--- src/rtl/spi_pkg.sv ---
// Shared types and constants for the SPI master transfer sequencer.
package spi_pkg;

  localparam int unsigned DataWidthDef = 8;
  // SCK edges per transfer at the default data width
  localparam int unsigned EdgeCount = 16;

  typedef enum logic [3:0] {
    StIdle  = 4'b0001,
    StLead  = 4'b0010,
    StShift = 4'b0100,
    StTrail = 4'b1000
  } state_e;

endpackage

--- src/rtl/spi_baud_gen.sv ---
// Half-period tick generator: H = (sppr+1) << spr clocks, restarted by load_i.
module spi_baud_gen #(
  parameter int unsigned DIV_WIDTH = 10
) (
  input  logic       clk_i,
  input  logic       rst_i,
  input  logic [2:0] sppr_i,
  input  logic [2:0] spr_i,
  input  logic       load_i,
  input  logic       run_i,
  output logic       tick_o
);

  logic [DIV_WIDTH-1:0] h_m1;
  logic [DIV_WIDTH-1:0] reload_q, reload_d;
  logic [DIV_WIDTH-1:0] cnt_q, cnt_d;

  // (sppr+1)<<spr - 1 rearranged so no intermediate exceeds DIV_WIDTH bits
  always_comb begin
    h_m1 = (DIV_WIDTH'(sppr_i) << spr_i) + ((DIV_WIDTH'(1) << spr_i) - DIV_WIDTH'(1));
  end

  always_comb begin
    reload_d = reload_q;
    cnt_d    = cnt_q;
    if (load_i) begin
      reload_d = h_m1;
      cnt_d    = h_m1;
    end else if (run_i) begin
      cnt_d = (cnt_q == '0) ? reload_q : cnt_q - DIV_WIDTH'(1);
    end
  end

  assign tick_o = run_i && !load_i && (cnt_q == '0);

  always_ff @(posedge clk_i or posedge rst_i) begin
    if (rst_i) begin
      reload_q <= '0;
      cnt_q    <= '0;
    end else begin
      reload_q <= reload_d;
      cnt_q    <= cnt_d;
    end
  end

endmodule

--- src/rtl/spi_xfer_ctrl.sv ---
// SPI master transfer sequencer: single-entry TX buffer, SS/SCK sequencing, SPIF/SPTEF/OVRF.
// Define SPI_XFER_CTRL_LSBFE_EN to add the lsbfe_in port and LSB-first transfers.
module spi_xfer_ctrl
  import spi_pkg::*;
#(
  parameter int unsigned DATA_WIDTH = DataWidthDef,
  parameter int unsigned DIV_WIDTH  = 10
) (
  input  logic                  apb_clk_in,
  input  logic                  apb_rst_in,
  input  logic                  spe_in,
  input  logic                  cpol_in,
  input  logic                  cpha_in,
`ifdef SPI_XFER_CTRL_LSBFE_EN
  input  logic                  lsbfe_in,
`endif
  input  logic [2:0]            sppr_in,
  input  logic [2:0]            spr_in,
  input  logic                  dr_wr_in,
  input  logic [DATA_WIDTH-1:0] dr_wdata_in,
  input  logic                  dr_rd_in,
  input  logic                  miso_in,
  output logic                  sck_out,
  output logic                  mosi_out,
  output logic                  ss_n_out,
  output logic [DATA_WIDTH-1:0] rx_data_out,
  output logic                  spif_out,
  output logic                  sptef_out,
  output logic                  ovrf_out,
  output logic                  busy_out
);

  localparam int unsigned Edges = EdgeCount * DATA_WIDTH / DataWidthDef;
  localparam int unsigned EdgeW = $clog2(Edges + 1);

  state_e                state_q, state_d;
  logic                  sck_q, sck_d;
  logic                  mosi_q, mosi_d;
  logic [DATA_WIDTH-1:0] sh_q, sh_d;
  logic [DATA_WIDTH-1:0] buf_q, buf_d;
  logic [DATA_WIDTH-1:0] rx_q, rx_d;
  logic                  sptef_q, sptef_d;
  logic                  spif_q, spif_d;
  logic                  ovrf_q, ovrf_d;
  logic                  cpol_q, cpol_d;
  logic                  cpha_q, cpha_d;
  logic [EdgeW-1:0]      edge_q, edge_d;

  logic baud_load, baud_tick, do_edge, sample_edge, trail_entry;
  logic lsb_first, lsb_new;

`ifdef SPI_XFER_CTRL_LSBFE_EN
  logic lsbfe_q, lsbfe_d;
  assign lsb_first = lsbfe_q;
  assign lsb_new   = lsbfe_in;
`else
  assign lsb_first = 1'b0;
  assign lsb_new   = 1'b0;
`endif

  spi_baud_gen #(
    .DIV_WIDTH(DIV_WIDTH)
  ) u_baud (
    .clk_i (apb_clk_in),
    .rst_i (apb_rst_in),
    .sppr_i(sppr_in),
    .spr_i (spr_in),
    .load_i(baud_load),
    .run_i (state_q != StIdle),
    .tick_o(baud_tick)
  );

  // edge_q counts edges already issued, so the upcoming edge is odd when edge_q is even
  assign sample_edge = cpha_q ? edge_q[0] : ~edge_q[0];

  always_comb begin
    state_d     = state_q;
    sck_d       = sck_q;
    mosi_d      = mosi_q;
    sh_d        = sh_q;
    buf_d       = buf_q;
    rx_d        = rx_q;
    sptef_d     = sptef_q;
    spif_d      = spif_q;
    ovrf_d      = ovrf_q;
    cpol_d      = cpol_q;
    cpha_d      = cpha_q;
    edge_d      = edge_q;
    baud_load   = 1'b0;
    do_edge     = 1'b0;
    trail_entry = 1'b0;
`ifdef SPI_XFER_CTRL_LSBFE_EN
    lsbfe_d     = lsbfe_q;
`endif

    if (dr_rd_in) begin
      spif_d = 1'b0;
      ovrf_d = 1'b0;
    end
    if (dr_wr_in && sptef_q) begin
      buf_d   = dr_wdata_in;
      sptef_d = 1'b0;
    end

    unique case (state_q)
      StIdle: begin
        sck_d = cpol_in;
        if (spe_in && !sptef_q) begin
          state_d   = StLead;
          baud_load = 1'b1;
          cpol_d    = cpol_in;
          cpha_d    = cpha_in;
`ifdef SPI_XFER_CTRL_LSBFE_EN
          lsbfe_d   = lsbfe_in;
`endif
          sh_d      = buf_q;
          sptef_d   = 1'b1;
          edge_d    = '0;
          if (!cpha_in) begin
            mosi_d = lsb_new ? buf_q[0] : buf_q[DATA_WIDTH-1];
          end
        end
      end
      StLead: begin
        sck_d = cpol_q;
        if (baud_tick) begin
          state_d = StShift;
          do_edge = 1'b1;
        end
      end
      StShift: begin
        if (baud_tick) begin
          if (edge_q == EdgeW'(Edges)) begin
            state_d     = StTrail;
            trail_entry = 1'b1;
          end else begin
            do_edge = 1'b1;
          end
        end
      end
      StTrail: begin
        sck_d = cpol_q;
        if (baud_tick) begin
          state_d = StIdle;
        end
      end
      default: state_d = StIdle;
    endcase

    // One shift register serves both directions: MOSI leaves the top, MISO enters the bottom
    if (do_edge) begin
      sck_d  = ~sck_q;
      edge_d = edge_q + EdgeW'(1);
      if (sample_edge) begin
        sh_d = lsb_first ? {miso_in, sh_q[DATA_WIDTH-1:1]} : {sh_q[DATA_WIDTH-2:0], miso_in};
      end else begin
        mosi_d = lsb_first ? sh_q[0] : sh_q[DATA_WIDTH-1];
      end
    end

    if ((state_q != StIdle) && !spe_in) begin
      state_d     = StIdle;
      sck_d       = cpol_in;
      sptef_d     = 1'b1;
      buf_d       = '0;
      trail_entry = 1'b0;
    end

    // Evaluated after the read clear so a coincident read avoids the overrun
    if (trail_entry) begin
      if (!spif_d) begin
        rx_d   = sh_q;
        spif_d = 1'b1;
      end else begin
        ovrf_d = 1'b1;
      end
    end
  end

  always_ff @(posedge apb_clk_in or posedge apb_rst_in) begin
    if (apb_rst_in) begin
      state_q <= StIdle;
      sck_q   <= 1'b0;
      mosi_q  <= 1'b0;
      sh_q    <= '0;
      buf_q   <= '0;
      rx_q    <= '0;
      sptef_q <= 1'b1;
      spif_q  <= 1'b0;
      ovrf_q  <= 1'b0;
      cpol_q  <= 1'b0;
      cpha_q  <= 1'b0;
      edge_q  <= '0;
    end else begin
      state_q <= state_d;
      sck_q   <= sck_d;
      mosi_q  <= mosi_d;
      sh_q    <= sh_d;
      buf_q   <= buf_d;
      rx_q    <= rx_d;
      sptef_q <= sptef_d;
      spif_q  <= spif_d;
      ovrf_q  <= ovrf_d;
      cpol_q  <= cpol_d;
      cpha_q  <= cpha_d;
      edge_q  <= edge_d;
    end
  end

`ifdef SPI_XFER_CTRL_LSBFE_EN
  always_ff @(posedge apb_clk_in or posedge apb_rst_in) begin
    if (apb_rst_in) begin
      lsbfe_q <= 1'b0;
    end else begin
      lsbfe_q <= lsbfe_d;
    end
  end
`endif

  assign sck_out     = sck_q;
  assign mosi_out    = mosi_q;
  assign ss_n_out    = (state_q == StIdle);
  assign rx_data_out = rx_q;
  assign spif_out    = spif_q;
  assign sptef_out   = sptef_q;
  assign ovrf_out    = ovrf_q;
  assign busy_out    = (state_q != StIdle);

endmodule
--- config.mk ---
export PLATFORM = sky130hd
export DESIGN_NAME = spi_xfer_ctrl
export DESIGN_NICKNAME = d
export VERILOG_FILES = /design/src/rtl/spi_pkg.sv /design/src/rtl/spi_baud_gen.sv /design/src/rtl/spi_xfer_ctrl.sv
export SDC_FILE = /design/constraint.sdc
export NUM_CORES = 1
export LEC_CHECK = 0
export CAP_MARGIN = 0
export CORE_MARGIN = 2
export CORE_UTILIZATION = 55
export DETAILED_ROUTE_END_ITERATION = 6
export PLACE_DENSITY = 0.79
export SYNTH_ARGS = -nofsm -noshare
export SYNTH_HDL_FRONTEND = slang
export SYNTH_SLANG_ARGS = --single-unit
--- constraint.sdc ---
create_clock -name apb_clk_in -period 5.2 [get_ports apb_clk_in]
set_input_delay 1.04 -clock apb_clk_in [delete_from_list [all_inputs] [get_ports apb_clk_in]]
set_output_delay 1.04 -clock apb_clk_in [all_outputs]
set_load 0.01 [all_outputs]
==> results of run 1 <==
through the flow:
step | total power [mW] | setup slack [ns] | cell area, um2
floorplan | 1.31 | 1.89 | 3700
global placement | 1.49 | 1.13 | 4060
detailed placement | 1.53 | 0.959 | 4060
CTS | 1.96 | 1.32 | 4260
global route | 2.10 | 1.09 | 4260
finish | 1.96 | 1.29 | 4260
worst register-to-register path: cells and delay by family (launching register included):
family	cells	cell delay, ns
buffers and inverters	1	0.60
DFF	1	0.52
muxes	1	0.37
and+or+nand+nor	4	1.86
synthesized netlist by cell type, drive strengths merged (2+ instances only):
cell type	n	area (um2)
a21o	5	37.5
xnor2	6	52.6
nor3	8	40.0
o21ai	28	140
buf	8	56.3
ha	20	250
nand2	49	184
or3	8	50.1
nor2b	4	25.0
nor3b	3	22.5
or4b	2	23.8
nand3	18	90.1
or2	2	12.5
o21a	3	22.5
mux2i	12	120
a211oi	2	15.0
dfstp	2	52.6
or4	4	30.0
nand3b	2	15.0
a21oi	31	185
clkbuf	15	56.3
xor2	6	52.6
dfrtp	58	1450
o221ai	2	17.5
nand2b	5	31.3
o31ai	2	15.0
a211o	2	17.5
nor2	26	103
o22ai	4	25.0
nor4b	3	26.3
a221oi	3	26.3
o211ai	7	52.6
mux2	12	135
inv	31	116
metal layers:
layer / routed length (um) / track usage [%] / vias up
li1: - / - / 1502
met1: 3530 / 30.0 / 1416
met2: 3800 / 38.3 / 72
met3: 347 / 5.29 / 12
met4: 133 / 8.66 / 0
met5: 0 / 0 / -
placed cells by master (no fill, tap or decap), types with 3 or more instances in the layout:
master / netlist / layout
dfrtp_1: 58 / 58
mux2_2: 12 / 12
clkdlybuf4s50_1: 0 / 36
a221oi_1: 3 / 3
nor2b_1: 4 / 4
nand3_1: 18 / 18
o211ai_1: 7 / 7
nor3b_1: 3 / 3
nand2_1: 49 / 49
xnor2_1: 6 / 6
a21oi_1: 23 / 23
clkbuf_8: 0 / 9
nor3_1: 8 / 8
ha_1: 20 / 20
xor2_1: 6 / 6
a21o_1: 5 / 5
or4_1: 4 / 4
o21ai_0: 28 / 28
nor4b_1: 3 / 3
nand2b_1: 5 / 5
inv_1: 31 / 30
a21oi_2: 8 / 8
or3_1: 8 / 8
nor2_1: 24 / 24
o22ai_1: 4 / 4
o21a_1: 3 / 3
mux2i_1: 12 / 12
report_power, final:
part           internal (mW)  total (mW)  switching, mW
Clock                  0.224       0.427          0.203
Combinational          0.340       0.767          0.427
Sequential             0.623       0.761          0.138
Total                   1.19        1.96          0.769
worst paths after layout:
| kind | end | slack [ns] | depth (start not counted) |
|---|---|---|---|
| worst max-delay path | u_baud.reload_q[8] | 1.29 | 14 |
| worst min-delay path | u_baud.reload_q[6] | 0.49 | 2 |
| worst max register to register | rx_data_out[0] | 1.73 | 6 |
| worst min register to register | u_baud.reload_q[6] | 0.49 | 2 |
| max in group asynchronous | buf_q[4] | 3.49 | 3 |
| min in group asynchronous | edge_q[1] | 1.20 | 3 |
cells by family (layout without fill, tap and decap cells):
kind of cell | Yosys count | after routing
fa+ha+maj | 21 | 21
compound gates | 101 | 101
simple gates | 137 | 137
flops | 60 | 60
xor+xnor | 12 | 12
buf+inv | 55 | 86
mux | 24 | 24
layout make-up:
class	count	area (um2)	share of cell area, %
multi-input combinational	295	1970	46.1
sequential	60	1500	35.3
timing repair buffer	38	375	8.81
clock buffer	9	124	2.91
inverter	32	120	2.82
tap	77	96.3	2.26
clock inverter	7	75.1	1.76
state kept, by name (all words and copies together) (netlist names):
| name | cells |
|---|---|
| buf_q | 8 |
| cpha_q | 1 |
| cpol_q | 1 |
| edge_q | 5 |
| mosi_out | 1 |
| ovrf_out | 1 |
| rx_data_out | 8 |
| sck_out | 1 |
| sh_q | 8 |
| spif_out | 1 |
| sptef_out | 1 |
| state_q | 4 |
| u_baud.cnt_q | 10 |
| u_baud.reload_q | 10 |
==> flow_summary.json, run 1 <==
{
  "slew_headroom_pct": 27.1,
  "mappedNetlistNets": 453,
  "cts_tree": "done",
  "hold_ws_ns": 0.485,
  "synthXorXnorAreaFrac_pct": 2.84,
  "grt_usage_pct": 23.3,
  "rsz0062_at_grt": "no",
  "grt_max_degree": 61,
  "fp.dieH_um": 86.0,
  "endpoint_kind": "flip-flop",
  "path_buf_inv": 2,
  "path_class": "in2reg",
  "hold_start": "u_baud.reload_q[6]",
  "cts.sinks": 60,
  "fin_skew_ns": 0.0115,
  "synthArstFlopShare_pct": 100,
  "io_pins": 37,
  "antenna_found_initial": 0,
  "post-cts-setup-buffer-count": 0,
  "clk_pin_slew_ns": 0.07,
  "dieArea_mm2": 0.00740,
  "finalSetupViolations": 0,
  "grt_overflow": 0,
  "place_congestion": 0.822,
  "synth_cell_type_count": 57,
  "wl_um": 7810,
  "cts_max_level": 3,
  "drc": 0,
  "maxSlewViolCount": 0,
  "portBuffers": 36,
  "synth_compound_gate_area_share_pct": 17.7,
  "tightest_slew_ns": 1.09,
  "grt_pass1_vias": 2897,
  "synth_warnings": 0,
  "setup.worst_path.start": "spr_in[0]",
  "vias": 3002,
  "status": "finished clean",
  "fin_crit_sh_pct": 75.1,
  "leakage_nw": 1.97,
  "stdcell_count": 518,
  "p_per_area_mw_per_mm2": 459,
  "hpwl_um": 5580,
  "drt_iter0_drc": 199,
  "syn_area_mm2": 0.00370,
  "ys_seq_area_share_pct": 40.6,
  "fill_cells": 512,
  "fin_util_pct": 66.3,
  "die_w_um": 86.0,
  "hold_class": "reg2reg",
  "syn_to_final_growth_pct": 15.1,
  "tns_ns": 0,
  "diodes": 0,
  "clock_latency_ns": 0.35,
  "cp.required_ns": 5.43,
  "cts_hold_repair.buffers": 0,
  "r2r_start": "state_q[2]",
  "fin_nets": 479,
  "cp.arrival_ns": 4.14,
  "core_mm2": 0.00642,
  "fmaxAchievable_mhz": 256,
  "path_cells": "clkdlybuf4s50_1 > nand2_1 > o21ai_0 > nor2_1 > a21oi_1 > nand2b_1 > ha_1 > inv_1 > ha_1 > a21o_1 > a221oi_1 > o21ai_0 > xor2_1 > mux2_2",
  "synth_top_family_by_area": "simple AND/OR/NAND/NOR gates",
  "synth-edff-count": 0,
  "grt_pass1_wl_um": 13600,
  "synth_area_per_cell_um2": 9.03,
  "start_util_pct": 57.6,
  "ant_nets": 0,
  "finalHoldViolations": 0,
  "cts_buffer_depth": 2,
  "vias_per_cell": 5.80,
  "clockRootBuffer": "clkbuf_8",
  "synth-simple-area-share_pct": 18.4,
  "fp-row-count": 29,
  "place_inst": 502,
  "drive_above_1_share_pct": 10.7,
  "period_minus_slack_ns": 3.91,
  "crit_slowest_cell": "clkdlybuf4s50_1",
  "startpoint_type": "input port",
  "path_delay_family": "compound AO/OA/AOI/OAI gates",
  "synthMuxAreaShare_pct": 6.89,
  "first_pass_iters": 4,
  "irDropWorstVdd_mv": 0.279,
  "drv_cap": 0,
  "ctsResizeCount": 0,
  "synthAdderAreaFrac_pct": 7.30,
  "routedWlPerCell_um": 15.1,
  "synth_seq_cells": 60,
  "syn_inst": 410,
  "max_stage_delay_ns": 0.69,
  "cp_max_fo": 13,
  "synthFlopType": "dfrtp_1",
  "cts_buffers": 9
}
Note: power is estimated with default switching activity, not from simulation.
==> run 2, diff against run 1 <==
Clock period 5.2 ns to 3.8 ns, I/O delays scaled along.
==> run 2 against run 1 <==
- core utilization increased by 0.58 points
- routed wire length increased by 0.88%
- combinational power increased by 41%
- global-route usage decreased by 0.28 points
- clock power increased by 21%
- total power increased by 35%
- die area unchanged
- critical path type unchanged
==> flow_summary.json, run 2 (same netlist as run 1, synthesis figures left out) <==
{
  "status": "finished clean",
  "fp.dieH_um": 86.0,
  "path_delay_family": "multiplexers",
  "cts.sinks": 60,
  "cts_tree": "done",
  "cts_buffer_depth": 2,
  "antenna_found_initial": 0,
  "fmaxAchievable_mhz": 298,
  "first_pass_iters": 4,
  "cts_hold_repair.buffers": 0,
  "grt_pass1_vias": 2878,
  "crit_slowest_cell": "clkdlybuf4s50_1",
  "post-cts-setup-buffer-count": 0,
  "fin_nets": 487,
  "cp.arrival_ns": 3.58,
  "core_mm2": 0.00642,
  "post-place-ws_ns": 0.0936,
  "period_minus_slack_ns": 3.36,
  "start_util_pct": 57.6,
  "dieArea_mm2": 0.00740,
  "setup.worst_path.start": "spr_in[0]",
  "r2r_setup_slack_ns": 0.94,
  "drt_iter0_drc": 189,
  "cp-endpoint": "u_baud.reload_q[8]",
  "diodes": 0,
  "startpoint_type": "input port",
  "hold_ws_ns": 0.481,
  "clock_latency_ns": 0.35,
  "clk_pin_slew_ns": 0.07,
  "cp.required_ns": 4.03,
  "portBuffers": 36,
  "holdPathStages": 2,
  "r2r_start": "u_baud.cnt_q[0]",
  "r2r-end": "sh_q[0]",
  "slew_headroom_pct": 47.6,
  "vias": 3023,
  "tightest_slew_ns": 0.776,
  "ant_nets": 0,
  "irDropWorstVdd_mv": 0.309,
  "mostFrequentLayoutCells": "dfrtp_1 (58), nand2_1 (49), clkdlybuf4s50_1 (36), inv_1 (30), o21ai_0 (28)",
  "max_stage_delay_ns": 0.54,
  "path_class": "in2reg",
  "fin_util_pct": 66.9,
  "finalHoldViolations": 0,
  "power_mw": 2.64,
  "reg_top3": "u_baud.cnt_q (10), u_baud.reload_q (10)",
  "final_common_cell": "dfrtp_1",
  "path_buf_inv": 2,
  "p_per_area_mw_per_mm2": 614,
  "hpwl_um": 5730,
  "grt_max_degree": 40,
  "syn_to_final_growth_pct": 16.1,
  "drv_cap": 0,
  "routedWlPerCell_um": 15.0,
  "rsz0062_at_grt": "no",
  "io_pins": 37,
  "grt_pass1_wl_um": 13500,
  "clockRootBuffer": "clkbuf_8",
  "hold_class": "reg2reg",
  "reg2reg_depth": 7,
  "finalSetupViolations": 0,
  "tns_ns": 0,
  "fin_crit_sh_pct": 88.3,
  "ctsResizeCount": 0,
  "grt_usage_pct": 23.0,
  "place_congestion": 0.902,
  "wl_um": 7880,
  "fin_ws_ns": 0.445,
  "maxSlewViolCount": 0,
  "crit_cells": 13,
  "grt_overflow": 0,
  "drc": 0,
  "die_w_um": 86.0,
  "path_cells": "clkdlybuf4s50_1 > mux2_2 > nand2_1 > o21ai_0 > nand2b_1 > ha_1 > inv_1 > ha_1 > and3_1 > a221oi_1 > o21ai_0 > xor2_1 > mux2_2",
  "cp_max_fo": 5,
  "cts_buffers": 9,
  "drive_above_1_share_pct": 12.2,
  "endpoint_kind": "flip-flop",
  "fin_skew_ns": 0.0104,
  "leakage_nw": 2.00,
  "fp-row-count": 29,
  "vias_per_cell": 5.75,
  "cts_max_level": 3
}
-- run 2: worst min path at each step --
stage	startpoint	endpoint	slack (ns)
floorplan	u_baud.reload_q[4]	u_baud.reload_q[4]	0.45
global placement	u_baud.reload_q[1]	u_baud.reload_q[1]	0.46
detailed placement	u_baud.reload_q[4]	u_baud.reload_q[4]	0.47
CTS	u_baud.reload_q[7]	u_baud.reload_q[7]	0.49
global route	u_baud.reload_q[7]	u_baud.reload_q[7]	0.51
finish	u_baud.reload_q[6]	u_baud.reload_q[6]	0.48
-- run 2: through the flow --
step,area (um2),instances
global placement,4120,510
detailed placement,4120,510
floorplan,3700,410
global route,4300,526
CTS,4300,526
finish,4300,526
-- run 2: power by group --
| part | switching, mW | leakage [nW] | internal [mW] |
|---|---|---|---|
| Combinational | 0.587 | 1.13 | 0.493 |
| Clock | 0.278 | 0.0896 | 0.239 |
| Sequential | 0.188 | 0.775 | 0.852 |
-- run 2: worst min-delay path: cells and delay by family (launching register included) --
family,cells,cell delay (ns)
DFF,1,0.35
and+or+nand+nor,2,0.10
-- run 2: routing by layer --
| layer | wire length, um | global-route usage (%) | up-vias |
|---|---|---|---|
| met4 | 131 | 7.65 | 0 |
| met2 | 3710 | 36.4 | 73 |
| met3 | 377 | 4.91 | 11 |
| met1 | 3670 | 31.6 | 1429 |
| met5 | 0 | 0 | - |
| li1 | - | - | 1510 |
-- run 2: layout make-up --
cell class / instances / area, um2
fill: 533 / 2120
multi-input combinational: 295 / 1970
sequential: 60 / 1500
timing repair buffer: 46 / 435
clock buffer: 9 / 124
inverter: 32 / 120
tap: 77 / 96.3
clock inverter: 7 / 52.6
==> run 3, diff against run 2 <==
Settings changed: PLACE_DENSITY 0.79 to 0.77, SYNTH_HIERARCHICAL set to 1.
==> run 3 against run 2 <==
- clock power rose by 14%
- synthesized cell count rose by 1.2%
- hold slack improved by 0.0073 ns
- total power rose by 5.2%
- largest power group unchanged
- non-clock buffer count rose by 4
- largest cell class unchanged
- area after synthesis rose by 7.2%
- highest routed layer unchanged
==> flow_summary.json, run 3 <==
{
  "endpoint_kind": "flip-flop",
  "clock_latency_ns": 0.34,
  "fin_crit_sh_pct": 93.1,
  "fp.dieH_um": 88.9,
  "yosysMostFrequentCell": "dfrtp_1",
  "ant_nets": 0,
  "p_per_area_mw_per_mm2": 597,
  "ys_seq_area_share_pct": 37.9,
  "fin_nets": 495,
  "grt_pass1_wl_um": 14900,
  "clockRootBuffer": "clkbuf_8",
  "synthFlopType": "dfrtp_1",
  "drv_cap": 0,
  "drt_iter0_drc": 267,
  "synth_area_per_cell_um2": 9.56,
  "reg_top3": "u_baud/cnt_q (10), u_baud/reload_q (10)",
  "hold_ws_ns": 0.488,
  "grt_pass1_vias": 3286,
  "period_minus_slack_ns": 3.54,
  "maxSlewViolCount": 0,
  "cts_buffers": 9,
  "io_pins": 37,
  "hold_class": "reg2reg",
  "core_mm2": 0.00687,
  "grt_max_degree": 41,
  "start_util_pct": 57.8,
  "syn_inst": 415,
  "synth.area.top_cells": "dfrtp_1 (37%), mux2_2 (7.7%), ha_1 (6.0%), nand2_1 (3.7%), inv_1 (3.0%)",
  "grt_usage_pct": 24.1,
  "fmaxAchievable_mhz": 283,
  "dieArea_mm2": 0.00791,
  "finalHoldViolations": 0,
  "antenna_found_initial": 0,
  "slew_headroom_pct": 48.7,
  "cp_max_fo": 9,
  "cts_tree": "done",
  "synth_cell_type_count": 74,
  "fp-row-count": 30,
  "post-place-ws_ns": -0.142,
  "mostFrequentLayoutCells": "dfrtp_1 (58), nand2_1 (39), clkdlybuf4s50_1 (36), inv_1 (32), mux2_2 (27)",
  "synthArstFlopShare_pct": 100,
  "irDropWorstVdd_mv": 0.403,
  "syn_area_mm2": 0.00397,
  "path_class": "in2reg",
  "tightest_slew_ns": 0.768,
  "drive_above_1_share_pct": 17.5,
  "place_congestion": 0.851,
  "synth_warnings": 6,
  "fin_skew_ns": 0.0108,
  "cts_buffer_depth": 2,
  "cp.arrival_ns": 3.75,
  "holdPathStages": 1,
  "yosysTopAreaCell": "dfrtp_1",
  "finalSetupViolations": 0,
  "first_pass_iters": 5,
  "final_common_cell": "dfrtp_1",
  "wl_um": 8550,
  "synth-edff-count": 0,
  "status": "finished clean",
  "drc": 0,
  "power_mw": 2.77,
  "rsz0062_at_grt": "no",
  "cts_max_level": 3,
  "portBuffers": 36,
  "clk_pin_slew_ns": 0.07,
  "fin_ws_ns": 0.262,
  "routedWlPerCell_um": 15.4,
  "vias_per_cell": 5.89,
  "mappedNetlistNets": 457,
  "die_w_um": 88.9,
  "cts_hold_repair.buffers": 0,
  "startpoint_type": "input port",
  "yosys.area.top_type_share_pct": 36.6,
  "diodes": 0,
  "reg2reg_depth": 9,
  "fill_cells": 562,
  "vias": 3262,
  "leakage_nw": 2.04,
  "hpwl_um": 6180,
  "synth_seq_cells": 60,
  "grt_overflow": 0,
  "syn_to_final_growth_pct": 17.2,
  "cp.required_ns": 4.01,
  "netlist_top_cells_count": "dfrtp_1 (58), nand2_1 (39), inv_1 (32), mux2_2 (27), nand3_1 (21)",
  "cts.sinks": 60
}
run 3: repair_timing:
item                                   in CTS  in global routing
endpoints found under the hold margin       0                  0
setup buffers                               0                  0
resized for setup                           0                  1
setup endpoints to repair                   0                  2
run 3: critical path, stage by stage:
cell and delay [ns]:
clkdlybuf4s50_1 0.60, mux2_2 0.21, inv_1 0.04, o21ai_0 0.23, nand2b_1 0.10, ha_1 0.28
inv_1 0.06, fa_1 0.49, a211oi_2 0.31, o21ai_0 0.13, a311oi_1 0.43, nor3_1 0.09
run 3: layer usage:
layer  global-route usage, %  wire length [um]  vias up
met5                       0                 0        -
met4                    10.3               196        0
met3                    3.69               337       17
met2                    39.1              4090       88
met1                    32.3              3930     1574
li1                        -                 -     1583
run 3: stage by stage:
step | std cells | instance area [um2] | util (%) | setup TNS, ns
global placement | 538 | 4440 | 64.7 | 0
detailed placement | 538 | 4440 | 64.7 | -0.312
finish | 554 | 4650 | 67.7 | 0
CTS | 554 | 4640 | 67.6 | 0
global route | 554 | 4650 | 67.7 | 0
floorplan | 415 | 3970 | - | 0
run 3: worst paths after layout:
kind | startpoint | endpoint | slack, ns
worst max register to register | u_baud/cnt_q[0] | rx_data_out[7] | 0.49
max in group asynchronous | apb_rst_in | u_baud/cnt_q[7] | 2.42
min in group asynchronous | apb_rst_in | u_baud/reload_q[1] | 0.89
worst max-delay path | spr_in[1] | u_baud/reload_q[9] | 0.26
worst min register to register | u_baud/reload_q[3] | u_baud/reload_q[3] | 0.49
worst min-delay path | u_baud/reload_q[3] | u_baud/reload_q[3] | 0.49
run 3: logic make-up (layout without fill, tap and decap cells):
family                     after synthesis  in the layout  synth area share (%)
DFF                                     60             60                  37.9
xor gates and xnor gates                 6              6                  1.32
and+or+nand+nor                        143            143                  21.2
buffers and inverters                   56             99                  6.18
AOI/OAI and AO/OA                       92             92                  16.3
adders and majority gates               20             20                  6.50
muxes                                   38             38                  10.6
run 3: power breakdown:
part / total [mW] / switching [mW] / internal (mW)
sequential: 1.07 / 0.216 / 0.854
clock: 0.589 / 0.283 / 0.306
combinational: 1.11 / 0.586 / 0.529
run 3: cell type report:
cell class	instances	area, um2	share of cell area (%)
Sequential cell	60	1500	32.3
Clock inverter	7	76.3	1.64
Timing Repair Buffer	50	478	10.3
Clock buffer	9	124	2.66
Multi-Input combinational cell	299	2220	47.8
Inverter	33	124	2.66
Tap cell	96	120	2.58
